--- config.mk ---
export PLATFORM = sky130hd
export DESIGN_NAME = bldc_bank_sequencer
export DESIGN_NICKNAME = d
export VERILOG_FILES = /design/src/rtl/bldc_bank_sequencer.sv
export SDC_FILE = /design/constraint.sdc
export NUM_CORES = 1
export LEC_CHECK = 0
export CORE_MARGIN = 3
export CORE_UTILIZATION = 45
export DETAILED_ROUTE_END_ITERATION = 8
export GPL_ROUTABILITY_DRIVEN = 1
export HOLD_SLACK_MARGIN = 0.02
export PLACE_DENSITY_LB_ADDON = 0.08
export SETUP_SLACK_MARGIN = 0.1
export SYNTH_ARGS = -nofsm -noshare
export SYNTH_HDL_FRONTEND = slang
export SYNTH_SLANG_ARGS = --single-unit
--- constraint.sdc ---
create_clock -name clk_i -period 6.6 [get_ports clk_i]
set_clock_uncertainty 0.1 [all_clocks]
set_input_delay 0.99 -clock clk_i [delete_from_list [all_inputs] [get_ports clk_i]]
set_output_delay 0.99 -clock clk_i [all_outputs]
set_load 0.01 [all_outputs]
--- src/rtl/bldc_bank_sequencer.sv ---
// bldc_bank_sequencer
//   Command sequencer for a bank of BLDC drivers (drive motors plus dribbler).
//   Commands are staged per channel and committed together. Each channel's duty
//   is slew-limited. Startups are staggered so that only one motor starts per
//   window. Driver faults are retried with a backoff period, and a channel
//   latches DEAD after RETRY_LIMIT faults. A command watchdog stops every motor
//   when commits stop arriving.
// Ports
//   clk_i, rst_ni        clock, synchronous active-low reset
//   cmd_valid_i/ready_o  staging write handshake (cmd_motor_i, cmd_duty_i, cmd_dir_i)
//   cmd_commit_i         copy all staged values (incl. a same-cycle write) to targets
//   clear_faults_i       release DEAD channels and zero all retry counts
//   drv_fault_i          per-driver fault
//   drv_connected_i      per-driver hall connected
//   drv_en_o             per-driver enable
//   drv_duty_o           per-driver duty; channel i is at [i*DUTY_WIDTH +: DUTY_WIDTH]
//   drv_dir_o            per-driver direction
//   motor_fault_o        channel latched DEAD
//   wdt_expired_o        sticky watchdog-stop flag, cleared by a commit
module bldc_bank_sequencer #(
    parameter int NUM_MOTORS     = 5,
    parameter int DUTY_WIDTH     = 9,
    parameter int SLEW_DIV       = 32,
    parameter int STAGGER_CYCLES = 256,
    parameter int BACKOFF_CYCLES = 4096,
    parameter int RETRY_LIMIT    = 3,
    parameter int WDT_CYCLES     = 1 << 20
) (
    input  logic                             clk_i,
    input  logic                             rst_ni,
    input  logic                             cmd_valid_i,
    output logic                             cmd_ready_o,
    input  logic [2:0]                       cmd_motor_i,
    input  logic [DUTY_WIDTH-1:0]            cmd_duty_i,
    input  logic                             cmd_dir_i,
    input  logic                             cmd_commit_i,
    input  logic                             clear_faults_i,
    input  logic [NUM_MOTORS-1:0]            drv_fault_i,
    input  logic [NUM_MOTORS-1:0]            drv_connected_i,
    output logic [NUM_MOTORS-1:0]            drv_en_o,
    output logic [NUM_MOTORS*DUTY_WIDTH-1:0] drv_duty_o,
    output logic [NUM_MOTORS-1:0]            drv_dir_o,
    output logic [NUM_MOTORS-1:0]            motor_fault_o,
    output logic                             wdt_expired_o
);
    localparam int PW = $clog2(SLEW_DIV + 1);
    localparam int SW = $clog2(STAGGER_CYCLES + 1);
    localparam int BW = $clog2(BACKOFF_CYCLES + 1);
    localparam int RW = $clog2(RETRY_LIMIT + 1);
    localparam int WW = $clog2(WDT_CYCLES + 1);
    localparam int GW = (NUM_MOTORS > 1) ? $clog2(NUM_MOTORS) : 1;

    localparam logic [PW-1:0] PRESC_LAST   = PW'(SLEW_DIV - 1);
    // The grant cycle itself counts as one cycle of the window, so grants land
    // exactly STAGGER_CYCLES apart.
    localparam logic [SW-1:0] STAGGER_LOAD = SW'(STAGGER_CYCLES - 1);
    localparam logic [BW-1:0] BACKOFF_LOAD = BW'(BACKOFF_CYCLES - 1);
    localparam logic [RW-1:0] RETRY_LAST   = RW'(RETRY_LIMIT - 1);
    localparam logic [WW-1:0] WDT_MAX      = WW'(WDT_CYCLES);
    localparam logic [WW-1:0] WDT_LAST     = WW'(WDT_CYCLES - 1);

    typedef enum logic [2:0] {S_OFF, S_WAIT, S_ACTIVE, S_BACKOFF, S_DEAD} state_e;

    logic                  cmd_ready_q;
    logic                  wdt_expired_q;
    logic [WW-1:0]         wdt_cnt_q;
    logic [PW-1:0]         presc_q;
    logic [SW-1:0]         stagger_q;
    logic [GW-1:0]         last_grant_q;
    logic                  slew_tick;
    logic                  cmd_write;
    logic [NUM_MOTORS-1:0] slot_req;
    logic [NUM_MOTORS-1:0] grant;
    logic                  grant_any;
    logic [GW-1:0]         grant_idx;
    logic [GW-1:0]         scan_idx;

    assign slew_tick     = (presc_q == PRESC_LAST);
    assign cmd_write     = cmd_valid_i & cmd_ready_q;
    assign cmd_ready_o   = cmd_ready_q;
    assign wdt_expired_o = wdt_expired_q;

    // Round-robin arbiter: scan starts at the channel after the last grant.
    always_comb begin
        grant     = '0;
        grant_any = 1'b0;
        grant_idx = last_grant_q;
        scan_idx  = '0;
        if (stagger_q == '0) begin
            for (int k = 1; k <= NUM_MOTORS; k++) begin
                scan_idx = GW'((int'(last_grant_q) + k) % NUM_MOTORS);
                if (!grant_any && slot_req[scan_idx]) begin
                    grant_any       = 1'b1;
                    grant[scan_idx] = 1'b1;
                    grant_idx       = scan_idx;
                end
            end
        end
    end

    always_ff @(posedge clk_i) begin
        if (!rst_ni) begin
            cmd_ready_q   <= 1'b0;
            wdt_expired_q <= 1'b0;
            wdt_cnt_q     <= '0;
            presc_q       <= '0;
            stagger_q     <= '0;
            last_grant_q  <= GW'(NUM_MOTORS - 1);
        end else begin
            cmd_ready_q <= 1'b1;
            presc_q     <= slew_tick ? '0 : presc_q + 1'b1;
            if (grant_any) begin
                stagger_q    <= STAGGER_LOAD;
                last_grant_q <= grant_idx;
            end else if (stagger_q != '0) begin
                stagger_q <= stagger_q - 1'b1;
            end
            if (cmd_commit_i) begin
                wdt_cnt_q     <= '0;
                wdt_expired_q <= 1'b0;
            end else if (wdt_cnt_q != WDT_MAX) begin
                wdt_cnt_q <= wdt_cnt_q + 1'b1;
                if (wdt_cnt_q == WDT_LAST) begin
                    wdt_expired_q <= 1'b1;
                end
            end
        end
    end

    for (genvar gi = 0; gi < NUM_MOTORS; gi++) begin : g_ch
        state_e                state_q, state_d;
        logic [DUTY_WIDTH-1:0] stage_duty_q, stage_duty_d, target_duty_q, eff_target;
        logic [DUTY_WIDTH-1:0] duty_q, duty_d;
        logic                  stage_dir_q, stage_dir_d, target_dir_q, dir_q, dir_d;
        logic [RW-1:0]         retry_q, retry_d;
        logic [BW-1:0]         backoff_q, backoff_d;
        logic                  wr_hit, en_c, fault_c;

        // Indices >= NUM_MOTORS never hit a channel, so such writes are dropped.
        assign wr_hit       = cmd_write && (cmd_motor_i == 3'(gi));
        assign stage_duty_d = wr_hit ? cmd_duty_i : stage_duty_q;
        assign stage_dir_d  = wr_hit ? cmd_dir_i : stage_dir_q;
        assign eff_target   = wdt_expired_q ? '0 : target_duty_q;
        assign slot_req[gi] = (state_q == S_WAIT) && (eff_target != '0) && drv_connected_i[gi];

        always_ff @(posedge clk_i) begin
            if (!rst_ni) begin
                state_q       <= S_OFF;
                stage_duty_q  <= '0;
                stage_dir_q   <= 1'b0;
                target_duty_q <= '0;
                target_dir_q  <= 1'b0;
                duty_q        <= '0;
                dir_q         <= 1'b0;
                retry_q       <= '0;
                backoff_q     <= '0;
            end else begin
                state_q      <= state_d;
                stage_duty_q <= stage_duty_d;
                stage_dir_q  <= stage_dir_d;
                duty_q       <= duty_d;
                dir_q        <= dir_d;
                retry_q      <= retry_d;
                backoff_q    <= backoff_d;
                if (cmd_commit_i) begin
                    target_duty_q <= stage_duty_d;
                    target_dir_q  <= stage_dir_d;
                end
            end
        end

        always_comb begin
            state_d   = state_q;
            duty_d    = duty_q;
            dir_d     = dir_q;
            retry_d   = retry_q;
            backoff_d = backoff_q;
            case (state_q)
                S_OFF: begin
                    duty_d = '0;
                    if (eff_target != '0 && drv_connected_i[gi]) state_d = S_WAIT;
                end
                S_WAIT: begin
                    if (eff_target == '0 || !drv_connected_i[gi]) begin
                        state_d = S_OFF;
                    end else if (grant[gi]) begin
                        // Duty is zero here, so the direction can be taken directly.
                        state_d = S_ACTIVE;
                        duty_d  = '0;
                        dir_d   = target_dir_q;
                    end
                end
                S_ACTIVE: begin
                    if (drv_fault_i[gi]) begin
                        duty_d  = '0;
                        retry_d = retry_q + 1'b1;
                        if (retry_q == RETRY_LAST) begin
                            state_d = S_DEAD;
                        end else begin
                            state_d   = S_BACKOFF;
                            backoff_d = BACKOFF_LOAD;
                        end
                    end else if (!drv_connected_i[gi]) begin
                        state_d = S_OFF;
                        duty_d  = '0;
                    end else if (eff_target == '0 && duty_q == '0) begin
                        state_d = S_OFF;
                        retry_d = '0;
                    end else if (slew_tick) begin
                        if (dir_q != target_dir_q) begin
                            // Reverse: ramp down; flip on the step that reaches zero.
                            if (duty_q[DUTY_WIDTH-1:1] != '0) begin
                                duty_d = duty_q - 1'b1;
                            end else begin
                                duty_d = '0;
                                dir_d  = target_dir_q;
                            end
                        end else if (duty_q < eff_target) begin
                            duty_d = duty_q + 1'b1;
                        end else if (duty_q > eff_target) begin
                            duty_d = duty_q - 1'b1;
                        end
                    end
                end
                S_BACKOFF: begin
                    duty_d = '0;
                    if (backoff_q == '0) state_d = S_OFF;
                    else backoff_d = backoff_q - 1'b1;
                end
                S_DEAD: begin
                    duty_d = '0;
                    if (clear_faults_i) state_d = S_OFF;
                end
                default: state_d = S_OFF;
            endcase
            if (clear_faults_i) retry_d = '0;
        end

        always_comb begin
            en_c    = 1'b0;
            fault_c = 1'b0;
            case (state_q)
                S_ACTIVE: en_c    = 1'b1;
                S_DEAD:   fault_c = 1'b1;
                default:  ;
            endcase
        end

        assign drv_en_o[gi]                            = en_c;
        assign motor_fault_o[gi]                       = fault_c;
        assign drv_duty_o[gi*DUTY_WIDTH +: DUTY_WIDTH] = duty_q;
        assign drv_dir_o[gi]                           = dir_q;
    end

endmodule
==> results of run 1 <==
## cells in the final DEF (no fill, tap or decap), types with 55 or more instances in the layout
cell type,count
inv_1,69
o22a_1,55
ha_1,101
a21oi_1,122
nor3_1,67
nand2_1,175
o21ai_0,66
clkdlybuf4s50_1,87
nor2_1,219
mux2i_1,74
dfxtp_1,281
## worst register-to-register path, cell delays in order, from the launching register on
cell and delay, ns:
dfxtp_1 0.45, inv_1 0.22, ha_1 0.48, nor3_1 0.38
nor2_1 0.11, xnor2_1 0.21, ha_1 0.20, fa_1 0.29
or4b_2 0.63, o211ai_1 0.24, a211oi_1 0.14, a211o_1 0.33
a21oi_4 0.28, nand2_1 0.11, buf_4 0.18, o41ai_2 0.52
o211ai_2 0.29, and2_1 0.37, o41ai_1 0.36
## worst paths after layout
path	startpoint	endpoint	depth (start not counted)
worst max-delay path	last_grant_q[1]	g_ch[0].duty_q[6]	18
worst min-delay path	g_ch[0].backoff_q[12]	g_ch[0].backoff_q[12]	2
worst max register to register	last_grant_q[1]	g_ch[0].duty_q[6]	18
worst min register to register	g_ch[0].backoff_q[12]	g_ch[0].backoff_q[12]	2
## registers in the layout, summed over array words and instances, names as in the netlist
signal,cells
last_grant_q,3
cmd_ready_o,1
g_ch.stage_dir_q,5
g_ch.dir_q,5
g_ch.backoff_q,65
g_ch.stage_duty_q,45
g_ch.target_duty_q,45
g_ch.duty_q,45
wdt_expired_o,1
g_ch.state_q,15
g_ch.target_dir_q,5
presc_q,6
g_ch.retry_q,10
wdt_cnt_q,21
stagger_q,9
## cell families after synthesis
group,synth area share
AO/OA/AOI/OAI,0.202
XOR/XNOR,0.0490
adder cells (fa/ha/maj),0.0778
buffers and inverters,0.0432
flip-flops,0.338
multiplexers,0.0501
AND/OR/NAND/NOR,0.240
## cells in the mapped netlist, drive strengths merged, types with 7 or more instances
cell and instances:
o21ai 71, xnor2 49, or2 19, nor2b 28, o31a 7, ha 101, o211ai 18, a21o 17
nand3b 14, nand2b 23, and3 27, o21a 20, and2 18, nand2 175, nor3 67, a41oi 8
nor2 220, buf 25, or3 37, a21oi 125, a31oi 28, nand3 42, nor3b 20, inv 72
nor4 40, mux2i 75, dfxtp 281, a211o 8, nor4b 9, o22a 55, clkbuf 74, xor2 41
o31ai 9, or4 10, o22ai 15, a32oi 7, nand4 29, a211oi 21
## cell type report
class | instances | area share
Clock buffer | 45 | 0.0510
Timing Repair Buffer | 116 | 0.0574
Tap cell | 461 | 0.0302
Multi-Input combinational cell | 1549 | 0.540
Sequential cell | 281 | 0.294
Clock inverter | 17 | 0.0125
Inverter | 74 | 0.0147
## power breakdown
group | leakage, nW | internal (mW) | switching (mW)
registers | 2.28 | 1.86 | 0.162
clock network | 0.600 | 1.24 | 0.770
logic | 4.72 | 1.30 | 2.09
## metrics by stage
stage / hold WS [ns] / instances / cell area [um^2] / worst slack [ns]
2_1_floorplan: 0.318 / 2003 / 16600 / 0.882
3_3_place_gp: 0.329 / 2481 / 17900 / 0.717
3_5_place_dp: 0.339 / 2481 / 17900 / 0.479
4_1_cts: 0.346 / 2543 / 19100 / 0.449
5_1_grt: 0.359 / 2543 / 19100 / 0.127
6_report: 0.347 / 2543 / 19100 / 0.603
## routing by layer
metal / up-vias / share of wire / GRT usage
met2: 328 / 0.45 / 0.386
li1: 7426 / - / -
met1: 7169 / 0.48 / 0.334
met4: 0 / 0.026 / 0.0640
met5: - / 0 / 0
met3: 89 / 0.044 / 0.0320
==> flow_summary.toml, run 1 <==
[status]
status = "completed"

[clock_tree]
cts_root_buffer = "clkbuf_16"
cts_tree = "built"
clkLatencyLatePin_ns = 0.53
postCtsSetupBuffers = 0
htreeDepth = 2
ctsResizeCount = 0
clock_path_buffers = 3
cts_sinks = 281
cts.hold.buffers_added = 0
cts_made_buffers = 34
clkTransAtPathRegs_ns = 0.06

[yosys]
yosysWarnings = 0
ys_top_cells_by_area = "dfxtp_1, ha_1, nor2_1, mux2i_1, nand2_1"
async_reset_ff_frac = 0
synthCells = 2003
synth_top_area_share = 0.338
avgSynthCellArea_um2 = 8.31
synth_cell_type_count = 95
yosysSeqAreaShare = 0.338
ys_ff_latch = 281
synth-edff-count = 0
syn-num-nets = 2133
synth.largest_area_cell = "dfxtp_1"
ys.flop_type = "dfxtp_1"
syn_area_mm2 = 0.0166

[global_route]
grt_pass1_wl_um = 76600
antenna_found_initial = 0
grt_max_degree = 121
grt_remaining_overflow = 0
grt_pass1_vias = 14216
track_usage = 0.238

[route]
drtPass1Iterations = 6
wl_um = 47500
via_count = 15012
drt-wirelength-per-cell_um = 18.7
detail_route.iter0.violations = 1056
drc = 0
viasPerCell = 5.90
ant_nets = 0

[critical_path]
critical_path.most_common_cell = "ha_1"
crit_family = "compound AO/OA/AOI/OAI gates"
crit_type = "reg -> reg"
critPathSlowestCell = "or4b_2"
crit_arrival_ns = 6.32
crit_required_ns = 6.92
crit_fanout = 12
slowest_delay_ns = 0.63
endpoint_kind = "flip-flop"
crit_chain = "inv_1 > ha_1 > nor3_1 > nor2_1 > xnor2_1 > ha_1 > fa_1 > or4b_2 > o211ai_1 > a211oi_1 > a211o_1 > a21oi_4 > nand2_1 > buf_4 > o41ai_2 > o211ai_2 > and2_1 > o41ai_1"
startpoint_type = "flip-flop"
worst-path-buf-inv = 2
reg2reg_slack_ns = 0.60

[sta]
hold_viol_final = 0
rsz0062_at_grt = "no"
fin_crit_ns = 6.00
fin_crit_sh = 0.909
slew_violations = 0
fin_setup_tns_ns = 0
clock.fmax_mhz = 167
relSlewSlack = 0.279
tightest_slew_ns = 1.08
finalSetupViolations = 0

[finish]
area_growth_pct = 14.8
n_antenna_cell = 0
postLayoutCoreUtil = 0.531
seqCellArea_mm2 = 0.00563
multi_input_area_mm2 = 0.0103
finalNetCount = 2186
drive_gt1_frac = 0.0668
nFillCells = 3454

[worst_hold_path]
min_path_type = "reg -> reg"

[floorplanning]
die_h_um = 198
dieArea_mm2 = 0.0393
rows = 69
die_w_um = 198
start_util = 0.462
core_area_mm2 = 0.0360
io_pins = 90

[power]
power_density_mw_per_mm2 = 389
ir_drop_mv = 0.267
leakage_nw = 7.60
total_power_mw = 7.43

[placement]
portBuffers = 89
dpl.hpwl_um = 34500
gp_congestion = 0.971

[job]
drv_cap = 0
Power figures use the tool's default switching activity.
==> run 2: changes to the inputs <==
SLEW_MARGIN = 40   (was default)
==> run 2 against run 1 <==
  * Non-clock buffer count rose by 1
  * Sequential power barely moved
  * Flip-flop and latch count did not move
  * Wire length decreased by 0.13%
  * Utilization rose by 0.13 points
  * Total power barely moved
  * Critical endpoint is now g_ch[1].duty_q[1]
  * Largest power group unchanged
==> flow_summary.toml, run 2 (synthesized netlist as in run 1, its figures left out) <==
[clock_tree]
cts_root_buffer = "clkbuf_16"
cts_tree = "built"
clock_path_buffers = 3
clkTransAtPathRegs_ns = 0.06
cts.hold.buffers_added = 0
cts_made_buffers = 35
postCtsSetupBuffers = 0
htreeDepth = 2
ctsResizeCount = 0
clkLatencyLatePin_ns = 0.54
cts_sinks = 281

[route]
via_count = 15000
drtPass1Iterations = 4
drc = 0
viasPerCell = 5.89
wl_um = 47400
detail_route.iter0.violations = 767
ant_nets = 0
drt-wirelength-per-cell_um = 18.6

[sta]
tightest_slew_ns = 0.899
hold_viol_final = 0
hold_ws_ns = 0.347
rsz0062_at_grt = "no"
fin_crit_sh = 0.907
relSlewSlack = 0.397
clock.fmax_mhz = 167
fin_crit_ns = 5.99
fin_setup_tns_ns = 0
slew_violations = 0
finalSetupViolations = 0

[global_route]
grt_max_degree = 121
grt_remaining_overflow = 0
antenna_found_initial = 0
grt_pass1_vias = 14238
track_usage = 0.238
grt_pass1_wl_um = 76700

[placement]
dpl.hpwl_um = 34500
portBuffers = 89
gp_congestion = 0.971

[finish]
largest_reg_flops = 65
largest-register = "g_ch.backoff_q"
finalNetCount = 2188
mostFrequentLayoutCells = "dfxtp_1, nor2_1, nand2_1"
final_common_cell = "dfxtp_1"
drive_gt1_frac = 0.0700
n_antenna_cell = 0
area_growth_pct = 15.1

[critical_path]
crit_arrival_ns = 6.35
r2r-start = "last_grant_q[1]"
reg2reg_to = "g_ch[1].duty_q[1]"
crit_fanout = 9
reg2regPathDepth = 19
crit_type = "reg -> reg"
endpoint_kind = "flip-flop"
crit_required_ns = 6.96
reg2reg_slack_ns = 0.61
startpoint_type = "flip-flop"

[power]
ir_drop_mv = 0.231
leakage_nw = 7.61
power_density_mw_per_mm2 = 388

[floorplanning]
die_h_um = 198
rows = 69
die_w_um = 198
start_util = 0.462
core_area_mm2 = 0.0360
io_pins = 90
dieArea_mm2 = 0.0393

[status]
status = "completed"

[job]
drv_cap = 0

[worst_hold_path]
min_to = "g_ch[3].backoff_q[12]"
min_path_type = "reg -> reg"
min_from = "g_ch[3].backoff_q[12]"
holdPathStages = 2
run 2: changes by cell type in the layout (fill, tap and decap cells not counted), sizes merged:
cell	previous run	this run
clkbuf	45	46
clkinvlp	1	3
bufinv	5	4
buf	29	30
clkinv	12	10
inv	73	75
run 2: routing by layer:
metal	global-route usage	vias to the layer above	wire (um)	share of wire
li1	-	7446	-	-
met1	0.335	7168	22900	0.48
met2	0.388	306	21500	0.45
met3	0.0293	80	1940	0.041
met4	0.0598	0	1100	0.023
met5	0	-	0	0
run 2: final cells by class:
| type | count | area, um^2 |
|---|---|---|
| clock buffer | 46 | 977 |
| clock inverter | 18 | 253 |
| fill | 3454 | 16900 |
| inverter | 74 | 280 |
| multi-input combinational | 1549 | 10300 |
| sequential | 281 | 5630 |
| tap | 461 | 577 |
| timing repair buffer | 117 | 1110 |
run 2: how the worst max path moves through the flow:
stage	startpoint	to	slack, ns	depth (start not counted)
finish	last_grant_q[1]	g_ch[1].duty_q[1]	0.61	19
global route	last_grant_q[1]	g_ch[0].duty_q[6]	0.16	18
CTS	last_grant_q[1]	g_ch[0].duty_q[6]	0.60	18
detailed placement	last_grant_q[1]	g_ch[0].duty_q[6]	0.62	18
global placement	last_grant_q[1]	g_ch[2].duty_q[1]	0.72	18
floorplan	last_grant_q[0]	g_ch[1].duty_q[1]	0.88	21
run 2: report_power, final:
| part | switching [mW] | total (mW) | internal (mW) |
|---|---|---|---|
| clock | 0.791 | 2.01 | 1.22 |
| sequential | 0.162 | 2.02 | 1.86 |
| combinational | 2.09 | 3.39 | 1.30 |
run 2: through the flow:
stage          cells   util  power (mW)  worst slack [ns]  instance area, um^2
6_report        2546  0.532        7.43             0.611                19100
3_3_place_gp    2481  0.497        5.33             0.717                17900
5_1_grt         2546  0.532        7.92             0.163                19100
4_1_cts         2545  0.531        7.40             0.602                19100
2_1_floorplan   2003      -        4.47             0.882                16600
3_5_place_dp    2481  0.497        5.36             0.624                17900
run 2: worst max-delay path, stage by stage (launching register included):
cell     delay [ns]
dfxtp_1        0.45
inv_1          0.22
ha_1           0.33
xnor2_2        0.27
inv_2          0.11
ha_1           0.22
nor2_1         0.13
a21oi_1        0.09
xnor2_1        0.41
ha_1           0.32
nor2b_1        0.25
o32ai_4        0.14
xnor2_1        0.43
mux2i_1        0.17
a21o_1         0.22
or3b_1         0.49
or4_1          0.49
a41oi_2        0.38
and4_1         0.48
mux2i_1        0.21
==> run 3: changes to the inputs <==
CORE_MARGIN = 2   (was 3)
CTS_CLUSTER_SIZE = 16   (was default)
==> run 3 against run 2 <==
  * Combinational power down 2%
  * Critical path depth down 2
  * Die area decreased by 2.0%
  * Sequential share of layout area about the same
==> flow_summary.toml, run 3 (synthesized netlist as in run 1, its figures left out) <==
[sta]
clock.fmax_mhz = 164
fin_crit_ns = 6.10
hold_ws_ns = 0.350
fin_setup_tns_ns = 0
fin_crit_sh = 0.924
slew_violations = 0
tightest_slew_ns = 0.795
rsz0062_at_grt = "no"
finalSetupViolations = 0
relSlewSlack = 0.461
hold_viol_final = 0

[power]
power_density_mw_per_mm2 = 386
swShare = 0.400
total_power_mw = 7.37
p_int_mw = 4.42
power_frac_seq = 0.274
switchingPower_mw = 2.95
ir_drop_mv = 0.217
p_comb_frac = 0.450
leakage_nw = 7.60
clkPwrFrac = 0.275

[placement]
dpl.cell_count = 2484
gp_congestion = 0.915
portBuffers = 89
dpl.hpwl_um = 34000

[route]
drc = 0
via_count = 14882
viasPerCell = 5.85
detail_route.iter0.violations = 952
ant_nets = 0
wl_um = 46700
drtPass1Iterations = 5
drt-wirelength-per-cell_um = 18.3

[finish]
n_antenna_cell = 0
finalNetCount = 2182
drive_gt1_frac = 0.0660
mostFrequentLayoutCells = "dfxtp_1, nor2_1, nand2_1"
postLayoutCoreUtil = 0.524
largest_reg_flops = 65
final_cells = 2544
area_growth_pct = 14.9
final_common_cell = "dfxtp_1"
largest-register = "g_ch.backoff_q"

[floorplanning]
die_w_um = 196
rows = 70
dieArea_mm2 = 0.0385
start_util = 0.456
io_pins = 90
core_area_mm2 = 0.0365
die_h_um = 196

[critical_path]
startpoint_type = "flip-flop"
r2r-start = "last_grant_q[1]"
crit_type = "reg -> reg"
crit_fanout = 9
crit_required_ns = 6.95
reg2regPathDepth = 17
endpoint_kind = "flip-flop"
reg2reg_to = "g_ch[1].duty_q[1]"
reg2reg_slack_ns = 0.50
crit_arrival_ns = 6.45

[clock_tree]
cts_made_buffers = 34
clkTransAtPathRegs_ns = 0.07
clkLatencyLatePin_ns = 0.53
cts_root_buffer = "clkbuf_16"
clock_path_buffers = 3
cts_sinks = 281
cts.hold.buffers_added = 0
cts_tree = "built"
htreeDepth = 2
ctsResizeCount = 0
postCtsSetupBuffers = 0

[global_route]
grt_pass1_wl_um = 75500
grt_pass1_vias = 14226
grt_remaining_overflow = 0
track_usage = 0.240
antenna_found_initial = 0
grt_max_degree = 54

[job]
drv_cap = 0

[worst_hold_path]
min_path_type = "reg -> reg"
min_to = "presc_q[0]"
holdPathStages = 1
min_from = "presc_q[0]"

[status]
status = "completed"
run 3: changes by cell type in the layout (fill, tap and decap cells not counted), sizes merged:
cell / before / now
clkinvlp: 3 / 1
bufinv: 4 / 5
buf: 30 / 25
clkinv: 10 / 7
clkbuf: 46 / 48
inv: 75 / 73
run 3: through the flow:
stage / instance area, um^2 / setup WS [ns]
after floorplan: 16600 / 0.882
after global placement: 17800 / 0.801
after detailed placement: 17900 / 0.572
after CTS: 19100 / 0.542
after global routing: 19100 / 0.134
final: 19100 / 0.503
run 3: final cells by class:
type                    count  area (um^2)
inverters                  74          280
flip-flops and latches    281         5630
well taps                 468          586
clock inverters            12          195
repair buffers            112         1080
fillers                  3465        17400
multi-input cells        1549        10300
clock buffers              48         1030
run 3: power groups by stage:
| stage | sequential [mW] | clock, mW | combinational [mW] |
|---|---|---|---|
| 3_3_place_gp | 2.05 | 0 | 3.23 |
| 6_report | 2.02 | 2.03 | 3.32 |
| 3_5_place_dp | 2.06 | 0 | 3.25 |
| 2_1_floorplan | 2.01 | 0 | 2.46 |
| 4_1_cts | 2.02 | 2.08 | 3.27 |
| 5_1_grt | 2.05 | 2.14 | 3.65 |
run 3: worst max-delay path, cell delays in order (launching register included):
cell	delay (ns)
dfxtp_1	0.45
ha_1	0.41
xnor2_4	0.21
inv_2	0.12
ha_1	0.24
nor3_1	0.25
o22ai_1	0.18
xnor2_1	0.53
ha_1	0.29
nand2b_1	0.10
a41oi_4	0.39
xnor2_1	0.24
mux4_2	0.58
o22a_1	0.28
or4_1	0.57
a41oi_2	0.36
and4_1	0.49
mux2i_1	0.22
run 3: worst max-delay path by stage:
| stage | start | end | slack, ns | cells past startpoint |
|---|---|---|---|---|
| finish | last_grant_q[1] | g_ch[1].duty_q[1] | 0.50 | 17 |
| global placement | last_grant_q[1] | g_ch[1].duty_q[1] | 0.80 | 17 |
| global route | last_grant_q[1] | g_ch[1].duty_q[1] | 0.13 | 17 |
| CTS | last_grant_q[1] | g_ch[1].duty_q[1] | 0.54 | 17 |
| floorplan | last_grant_q[0] | g_ch[1].duty_q[1] | 0.88 | 21 |
| detailed placement | last_grant_q[1] | g_ch[1].duty_q[1] | 0.57 | 17 |
run 3: layer usage:
layer	GRT usage	up-vias	wire length (um)
met1	0.336	7125	22600
met2	0.389	286	21100
met5	0	-	0
met4	0.0673	0	1060
met3	0.0309	71	1910
li1	-	7400	-
